### config.mk
export PLATFORM = sky130hd
export DESIGN_NAME = receiver_readout_scheduler
export DESIGN_NICKNAME = d
export VERILOG_FILES = /design/src/rtl/receiver_readout_scheduler.sv
export SDC_FILE = /design/constraint.sdc
export NUM_CORES = 1
export LEC_CHECK = 0
export CAP_MARGIN = 20
export CORE_AREA = 2 2 130 132
export DETAILED_ROUTE_END_ITERATION = 10
export DIE_AREA = 0 0 132 134
export GPL_TIMING_DRIVEN = 0
export MAX_ROUTING_LAYER = met4
export PLACE_DENSITY = 0.79
export SYNTH_ARGS = -nofsm -noshare
export SYNTH_HDL_FRONTEND = slang
export SYNTH_SLANG_ARGS = --single-unit
### constraint.sdc
create_clock -name clk_96MHz -period 3.8 [get_ports clk_96MHz]
set_clock_uncertainty 0.1 [all_clocks]
set_input_delay 0.76 -clock clk_96MHz [delete_from_list [all_inputs] [get_ports clk_96MHz]]
set_output_delay 0.76 -clock clk_96MHz [all_outputs]
set_load 0.01 [all_outputs]
### src/rtl/receiver_readout_scheduler.sv
// Round-robin readout scheduler that drains decoded BMC blocks from N_RX receiver RAMs onto one valid/ready stream.
// Define SCHED_STATS_EN to build the saturating blocks_sent / timeout_cnt counters; otherwise they are tied to 0.
module receiver_readout_scheduler #(
   parameter int N_RX           = 4,
   parameter int MAX_BURST      = 8,
   parameter int TIMEOUT_CYCLES = 16
) (
   input  logic                clk_96MHz,
   input  logic                reset_n,
   input  logic [N_RX-1:0]     rx_enable,
   input  logic [N_RX*8-1:0]   avl_blocks_nb,
   input  logic [N_RX*41-1:0]  block_wanted,
   input  logic [N_RX-1:0]     data_ready,
   output logic [N_RX*8-1:0]   block_wanted_number,
   output logic [N_RX-1:0]     clear_blocks,
   output logic [7:0]          clear_count,
   output logic                out_valid,
   input  logic                out_ready,
   output logic [3:0]          out_rx_id,
   output logic [40:0]         out_block,
   output logic                busy,
   output logic                timeout_err,
   output logic [15:0]         blocks_sent,
   output logic [7:0]          timeout_cnt
);

   localparam int IW = (N_RX > 1) ? $clog2(N_RX) : 1;

   typedef enum logic [2:0] {IDLE, REQUEST, WAIT, OUTPUT, CLEAR, ABORT} state_t;

   state_t        state;
   logic [IW-1:0] rr_ptr;
   logic [IW-1:0] gnt;
   logic [IW-1:0] gnt_next;
   logic [7:0]    burst;
   logic [7:0]    idx;
   logic [7:0]    tmo;
   logic          found;
   logic [IW-1:0] cand;
   logic [7:0]    cand_avl;
   logic          timeout_hit;

   // Scan from the highest offset down so the receiver closest to rr_ptr is the one left in cand.
   // NOTE: every always_comb output gets a default first, otherwise a path that skips it infers a latch.
   always_comb begin
      found = 1'b0;
      cand  = '0;
      for (int k = N_RX-1; k >= 0; k--) begin
         if (rx_enable[(int'(rr_ptr) + k) % N_RX] &&
             avl_blocks_nb[8*((int'(rr_ptr) + k) % N_RX) +: 8] != 8'd0) begin
            found = 1'b1;
            cand  = IW'((int'(rr_ptr) + k) % N_RX);
         end
      end
   end

   assign cand_avl    = avl_blocks_nb[8*int'(cand) +: 8];
   assign gnt_next    = (gnt == IW'(N_RX-1)) ? '0 : gnt + 1'b1;
   assign timeout_hit = (state == WAIT) && !data_ready[gnt] && (tmo == 8'd1);
   assign busy        = (state != IDLE);

   // NOTE: reset is synchronous and state uses non-blocking assignments so every register updates from pre-edge values.
   always_ff @(posedge clk_96MHz) begin
      if (!reset_n) begin
         state               <= IDLE;
         rr_ptr              <= '0;
         gnt                 <= '0;
         burst               <= '0;
         idx                 <= '0;
         tmo                 <= '0;
         block_wanted_number <= '0;
         clear_blocks        <= '0;
         clear_count         <= '0;
         out_valid           <= 1'b0;
         out_rx_id           <= '0;
         out_block           <= '0;
         timeout_err         <= 1'b0;
      end else begin
         clear_blocks <= '0;
         clear_count  <= '0;
         case (state)
            IDLE: begin
               if (found) begin
                  gnt   <= cand;
                  burst <= (cand_avl > 8'(MAX_BURST)) ? 8'(MAX_BURST) : cand_avl;
                  idx   <= '0;
                  block_wanted_number[8*int'(cand) +: 8] <= 8'd0;
                  state <= REQUEST;
               end
            end
            REQUEST: begin
               tmo   <= 8'(TIMEOUT_CYCLES);
               state <= WAIT;
            end
            WAIT: begin
               if (data_ready[gnt]) begin
                  out_block <= block_wanted[41*int'(gnt) +: 41];
                  out_rx_id <= 4'(gnt);
                  out_valid <= 1'b1;
                  state     <= OUTPUT;
               end else if (tmo == 8'd1) begin
                  timeout_err <= 1'b1;
                  state       <= ABORT;
               end else begin
                  tmo <= tmo - 8'd1;
               end
            end
            OUTPUT: begin
               if (out_ready) begin
                  out_valid <= 1'b0;
                  idx       <= idx + 8'd1;
                  if (idx + 8'd1 == burst) begin
                     clear_blocks <= N_RX'(1) << gnt;
                     clear_count  <= burst;
                     state        <= CLEAR;
                  end else begin
                     block_wanted_number[8*int'(gnt) +: 8] <= idx + 8'd1;
                     state <= REQUEST;
                  end
               end
            end
            CLEAR, ABORT: begin
               rr_ptr <= gnt_next;
               state  <= IDLE;
            end
            default: state <= IDLE;
         endcase
      end
   end

`ifdef SCHED_STATS_EN
   always_ff @(posedge clk_96MHz) begin
      if (!reset_n) begin
         blocks_sent <= '0;
         timeout_cnt <= '0;
      end else begin
         if (out_valid && out_ready && blocks_sent != 16'hFFFF)
            blocks_sent <= blocks_sent + 16'd1;
         if (timeout_hit && timeout_cnt != 8'hFF)
            timeout_cnt <= timeout_cnt + 8'd1;
      end
   end
`else
   assign blocks_sent = '0;
   assign timeout_cnt = '0;
   logic unused_stats;
   assign unused_stats = timeout_hit;
`endif

endmodule
## Yosys cells after proc, flatten, opt, wreduce, memory -nomap -nowiden

Cells that the tools add are included.

| cells by class | value |
|---|---|
| $add $sub $neg | 8 |
| $mul | 1 |
| order comparisons | 6 |
| equal/unequal tests | 15 |
| shift-type cells | 11 |
| mux-type cells | 44 |
| bitwise operators | 4 |
| reduce and logical (&&, ||, !) cells | 26 |

Operators with widths:

| cell | number |
|---|---|
| $shiftx A164 B9 Y41 | 1 |
| $shiftx A32 B6 Y8 | 5 |
| $mux W32 | 3 |
| $neg A5 Y33 | 2 |
| $shift A8 B33 Y32 const A | 2 |
| $bwmux W32 | 2 |
| $pmux W32 S2 | 1 |
| $mux W8 | 5 |
| $shiftx A8 B33 Y32 | 1 |
| $shiftx A8 B33 Y32 const A | 1 |
| $pmux W8 S2 | 2 |
| $reduce_bool A8 Y1 | 4 |
| $mux W3 | 5 |
| $reduce_and A3 Y1 | 5 |
| $mux W1 | 14 |
| $lt A3 B4 Y1 const B | 3 |
| $pmux W3 S4 | 1 |
| $bmux W1 S2 | 5 |
| $mux W2 | 5 |
| $ne A2 B2 Y1 const B | 5 |
| $add A8 B1 Y8 const B | 1 |
| $eq A8 B1 Y1 const B | 1 |
| $eq A8 B8 Y1 | 1 |
| $gt A8 B4 Y1 const B | 1 |
| 22 further kinds | 39 |

| word-level totals | value |
|---|---|
| bits in registers | 120 |
| output and inout bits | 116 |
| logic and storage cells | 128 |

## Depth between registers and ports, before layout

| logic depth | value |
|---|---|
| depth after elaboration | 16 |
| depth in mapped cells | 9 |
| mapped depth without buffers | 8 |

## Worst setup path after synthesis

Ideal clock, no wire load.

| timing path | value |
|---|---|
| kind | input port to flip-flop |
| start point | input port avl_blocks_nb[12] |
| end point | register block_wanted_number[0] |
| data arrival time | 2.810 ns |
| data required time | 3.628 ns |
| setup slack | 0.818 ns |
| stages on the path | 8 |
| path buffers | 1 |
| cells stage by stage | or4_4 -> o31a_1 -> o221ai_2 -> nor3_2 -> or3b_1 -> a21boi_1 -> buf_6 -> mux2i_1 |

| between the ends | value |
|---|---|
| cells in the longest elaborated chain, start to end | 12 |

RTL lines:

| item | line | text |
|---|---|---|
| start, declared | 11 | `input logic [N_RX*8-1:0] avl_blocks_nb,` |
| $shiftx A32 B6 Y8 | 50 | `avl_blocks_nb[8*((int'(rr_ptr) + k) % N_RX) +: 8] != 8'd0) begin` |
| $reduce_bool A8 Y1 | 50 |  |
| $logic_and A1 B1 Y1 | 49 | `if (rx_enable[(int'(rr_ptr) + k) % N_RX] &&` |
| $mux W2 (4 in a row) | 49 |  |
| $neg A5 Y33 | 87 | `block_wanted_number[8*int'(cand) +: 8] <= 8'd0;` |
| $shiftx A8 B33 Y32 or $shift A8 B33 Y32 (tied branches) | 87 |  |
| $bwmux W32 | 87 |  |
| $mux W32 | 83 | `if (found) begin` |
| $pmux W32 S2 | 81 | `case (state)` |
| end signal, assigned by index | 117 | `block_wanted_number[8*int'(gnt) +: 8] <= idx + 8'd1;` |
| end, declared | 14 | `output logic [N_RX*8-1:0] block_wanted_number,` |

Parallel ways exist; a longest one is shown, timed or not. The select of a mux whose other input is x is not followed.
A chain may end at the register's enable or synchronous reset.

## Worst setup path after layout

| timing path | value |
|---|---|
| start point | register gnt[1] |
| end point | register block_wanted_number[6] |

| between the ends | value |
|---|---|
| cells in the longest elaborated chain, start to end | 6 |

RTL lines:

| item | line | text |
|---|---|---|
| start, declared | 33 | `logic [IW-1:0] gnt;` |
| start signal, assigned | 84 | `gnt <= cand;` |
| $neg A5 Y33 (*) | 117 |  |
| $shiftx A8 B33 Y32 or $shift A8 B33 Y32 (tied branches) | 117 |  |
| $bwmux W32 (*) | 117 |  |
| $mux W32 (*) | 112 | `if (idx + 8'd1 == burst) begin` |
| $mux W32 (*) | 109 | `if (out_ready) begin` |
| $pmux W32 S2 (*) | 81 |  |

Mark *: on every way between the ends. The rest lies on a longest branch, timed or not. The select of a mux whose other input is x is not followed.

==> impl_metrics.yaml <==
clock_tree:
  cts.sinks: 120
  post_cts_resized: 0
  holdBufCountCts: 0
  cts_root_buf: "clkbuf_16"
  clk_latency_ns: 0.41
  clk_pin_slew_worst_paths_ns: 0.06
  cts_tree: "done"
  clock_path_buffers: 2
  cts_setup_buffers: 0
  htree_levels: 4
  cts-buffers-inserted: 17
power_and_ir_drop:
  seqPwrFrac_pct: 35.1
  p_per_area_mw_per_mm2: 379
  swShare_pct: 29.1
  p_int_uw: 2830
  p_leak_uw: 0.00389
  comb_power_share_pct: 27.3
  p_sw_uw: 1160
  p_clk_share_pct: 37.7
  irDropWorstVdd_mv: 0.328
global_route:
  gr-usage-all-layers_pct: 26.0
  grt_max_degree: 17
  antenna_found_initial: 1
  grt_pass1_wl_um: 34100
  grt_remaining_overflow: 0
  grt_pass1_vias: 6307
yosys:
  synth_cell_types: 60
  ys_top_cells_by_area: "dfxtp_1 (36%), mux4_2 (14%), nand2_1 (9.0%), mux2i_1 (6.8%), a21boi_0 (5.0%)"
  synthFlopType: "dfxtp_1"
  synth_sequential_area_ratio_pct: 36.4
  synth_warnings: 0
  synthDominantAreaCellType: "dfxtp_1"
  synthArstFlopShare_pct: 0
  synthTopCellsByCount: "nand2_1 (158), dfxtp_1 (120), mux2i_1 (45)"
  yosys.cell_count.top_type: "nand2_1"
  syn-mean-instance-area_um2: 9.64
  synth-edff-count: 0
  syn_area_mm2: 0.00660
  ys_ff_latch: 120
  syn_inst: 685
  synth_top_area_share_pct: 36.4
cells_and_area:
  drive_gt1_share_pct: 11.9
  final_area_mm2: 0.0105
  fin_nets: 1243
  syn_to_final_growth_pct: 59.3
drt:
  drt-total-wl_um: 22400
  drc: 0
  dr.pass1.iters: 5
  via_count: 6328
  avgRoutedWirePerCell_um: 17.7
  postRouteAntennaNets: 0
  drt_iter0_markers: 385
  vias_per_cell: 5.01
worst_hold_path:
  min_to: "block_wanted_number[7]$_SDFFE_PN0P_"
  hp-start: "block_wanted_number[7]$_SDFFE_PN0P_"
  hold_depth: 2
  min_path_type: "reg2reg"
floorplanning:
  die_x_um: 132
  fp.dieArea_mm2: 0.0177
  ios: 323
  start_util_pct: 40.5
  num_rows: 47
  dieHeight_um: 134
  core-area_mm2: 0.0163
sta:
  worst_pin_slew_ns: 0.899
  fmax_mhz: 280
  slew_violations: 0
  fin_crit_sh_pct: 94.1
  finalSetupTns_ns: 0
  finalHoldViolCount: 0
  rsz0062_at_grt: "no"
  post-route-min-period_ns: 3.58
  worst_hold_slack_ns: 0.357
  relSlewSlack_pct: 40.0
  setup_viol: 0
critical_path:
  path_max_fanout: 10
  start_kind: "register"
  cp.required_ns: 4.05
  path_class: "reg2reg"
  r2r_start: "gnt[1]$_SDFFE_PN0P_"
  end_kind: "register"
  r2r_setup_slack_ns: 0.22
  reg2reg_depth: 8
  worst_ep_arrival_time_ns: 3.82
  r2r-end: "block_wanted_number[6]$_SDFFE_PN0P_"
placed_design:
  dp_hpwl_um: 18100
  portBuffers: 296
  gp_congestion: 0.851
  place_area_mm2: 0.00995
outcome:
  status: "complete, no violations"
job:
  drv_cap: 0
-- logic make-up (layout without fill, tap and decap cells) --
| kind of cell | Yosys count | in the layout | synth area share [%] |
|---|---|---|---|
| buffers and inverters | 74 | 405 | 5.99 |
| XOR/XNOR | 20 | 20 | 3.73 |
| AO/OA/AOI/OAI | 90 | 90 | 10.8 |
| flip-flops | 120 | 120 | 36.4 |
| AND/OR/NAND/NOR | 285 | 285 | 20.4 |
| other | 1 | 27 | 0.0568 |
| multiplexers | 87 | 87 | 21.2 |
| adder cells (fa/ha/maj) | 8 | 8 | 1.52 |
-- power groups by stage --
stage	sequential, µW	clock [µW]	combinational [µW]
detailed placement	1420	0	1080
CTS	1400	1520	1090
finish	1400	1500	1090
floorplan	1430	0	616
global placement	1420	0	1070
global route	1410	1580	1180
-- state kept, by name, indices dropped and copies added (netlist names), 3 cells and up --
name,count
out_block,41
clear_blocks,4
burst,8
clear_count,8
tmo,8
idx,8
state,3
block_wanted_number,32
-- cells in the final DEF (no fill, tap or decap), types with 3 or more instances in the layout --
cell type        instances
a32o_1                   3
clkbuf_1                38
clkinv_4                 4
a21oi_1                  8
nor2b_1                  7
or3_1                    4
xnor3_1                  3
mux2i_1                 45
clkbuf_16               17
nand2b_1                 3
a21boi_1                13
o21ai_0                  6
nor3_1                   3
buf_4                   28
nand2_1                158
clkinvlp_4               5
ha_1                     8
xnor2_1                  7
nand3_1                 31
nand3b_1                 3
a21boi_0                44
mux4_2                  42
dfxtp_1                120
xor2_1                   8
clkinv_2                 4
inv_1                    6
nor4_1                   9
clkdlybuf4s50_1        296
buf_2                    3
conb_1                  26
nor2_1                  23
and2_1                  14
and3_1                  10
-- how the worst max path moves through the flow --
stage | cells past startpoint | startpoint | end
finish | 8 | gnt[1]$_SDFFE_PN0P_ | block_wanted_number[6]$_SDFFE_PN0P_
global route | 8 | gnt[1]$_SDFFE_PN0P_ | block_wanted_number[3]$_SDFFE_PN0P_
CTS | 8 | gnt[1]$_SDFFE_PN0P_ | block_wanted_number[21]$_SDFFE_PN0P_
detailed placement | 8 | avl_blocks_nb[1] | block_wanted_number[25]$_SDFFE_PN0P_
global placement | 7 | gnt[1]$_SDFFE_PN0P_ | block_wanted_number[4]$_SDFFE_PN0P_
floorplan | 8 | avl_blocks_nb[12] | block_wanted_number[0]$_SDFFE_PN0P_
-- layout make-up --
class	count	area, µm²
Buffer	68	373
Fill cell	1384	5770
Tap cell	220	275
Clock buffer	17	425
Sequential cell	120	2400
Inverter	6	22.5
Timing Repair Buffer	299	2980
Antenna cell	1	2.50
Clock inverter	15	131
Multi-Input combinational cell	516	3900
-- layer usage --
metal / vias up / track usage (%) / part of all wire, %
met5: - / - / 0
met4: 0 / 11.2 / 3.1
met3: 45 / 6.46 / 6.4
met2: 240 / 45.4 / 53
met1: 2980 / 28.2 / 37
li1: 3063 / - / -
-- through the flow --
stage / std cells / total power (µW) / setup WS (ns) / util (%)
3_5_place_dp: 1229 / 2500 / 0.107 / 61.1
5_1_grt: 1262 / 4160 / 0.00119 / 64.6
6_report: 1262 / 3990 / 0.225 / 64.6
2_1_floorplan: 710 / 2040 / 0.818 / -
3_3_place_gp: 1226 / 2490 / 0.0483 / 61.0
4_1_cts: 1261 / 4000 / 0.218 / 64.5
-- worst max-delay path: stages, from the launching register on --
cell      delay, ns
dfxtp_1        0.46
clkbuf_1       0.57
clkbuf_1       0.58
inv_1          0.22
ha_1           0.40
nor4_1         0.66
buf_2          0.30
nand2_1        0.08
mux2i_1        0.15
Note: power is estimated with default switching activity, not from simulation.
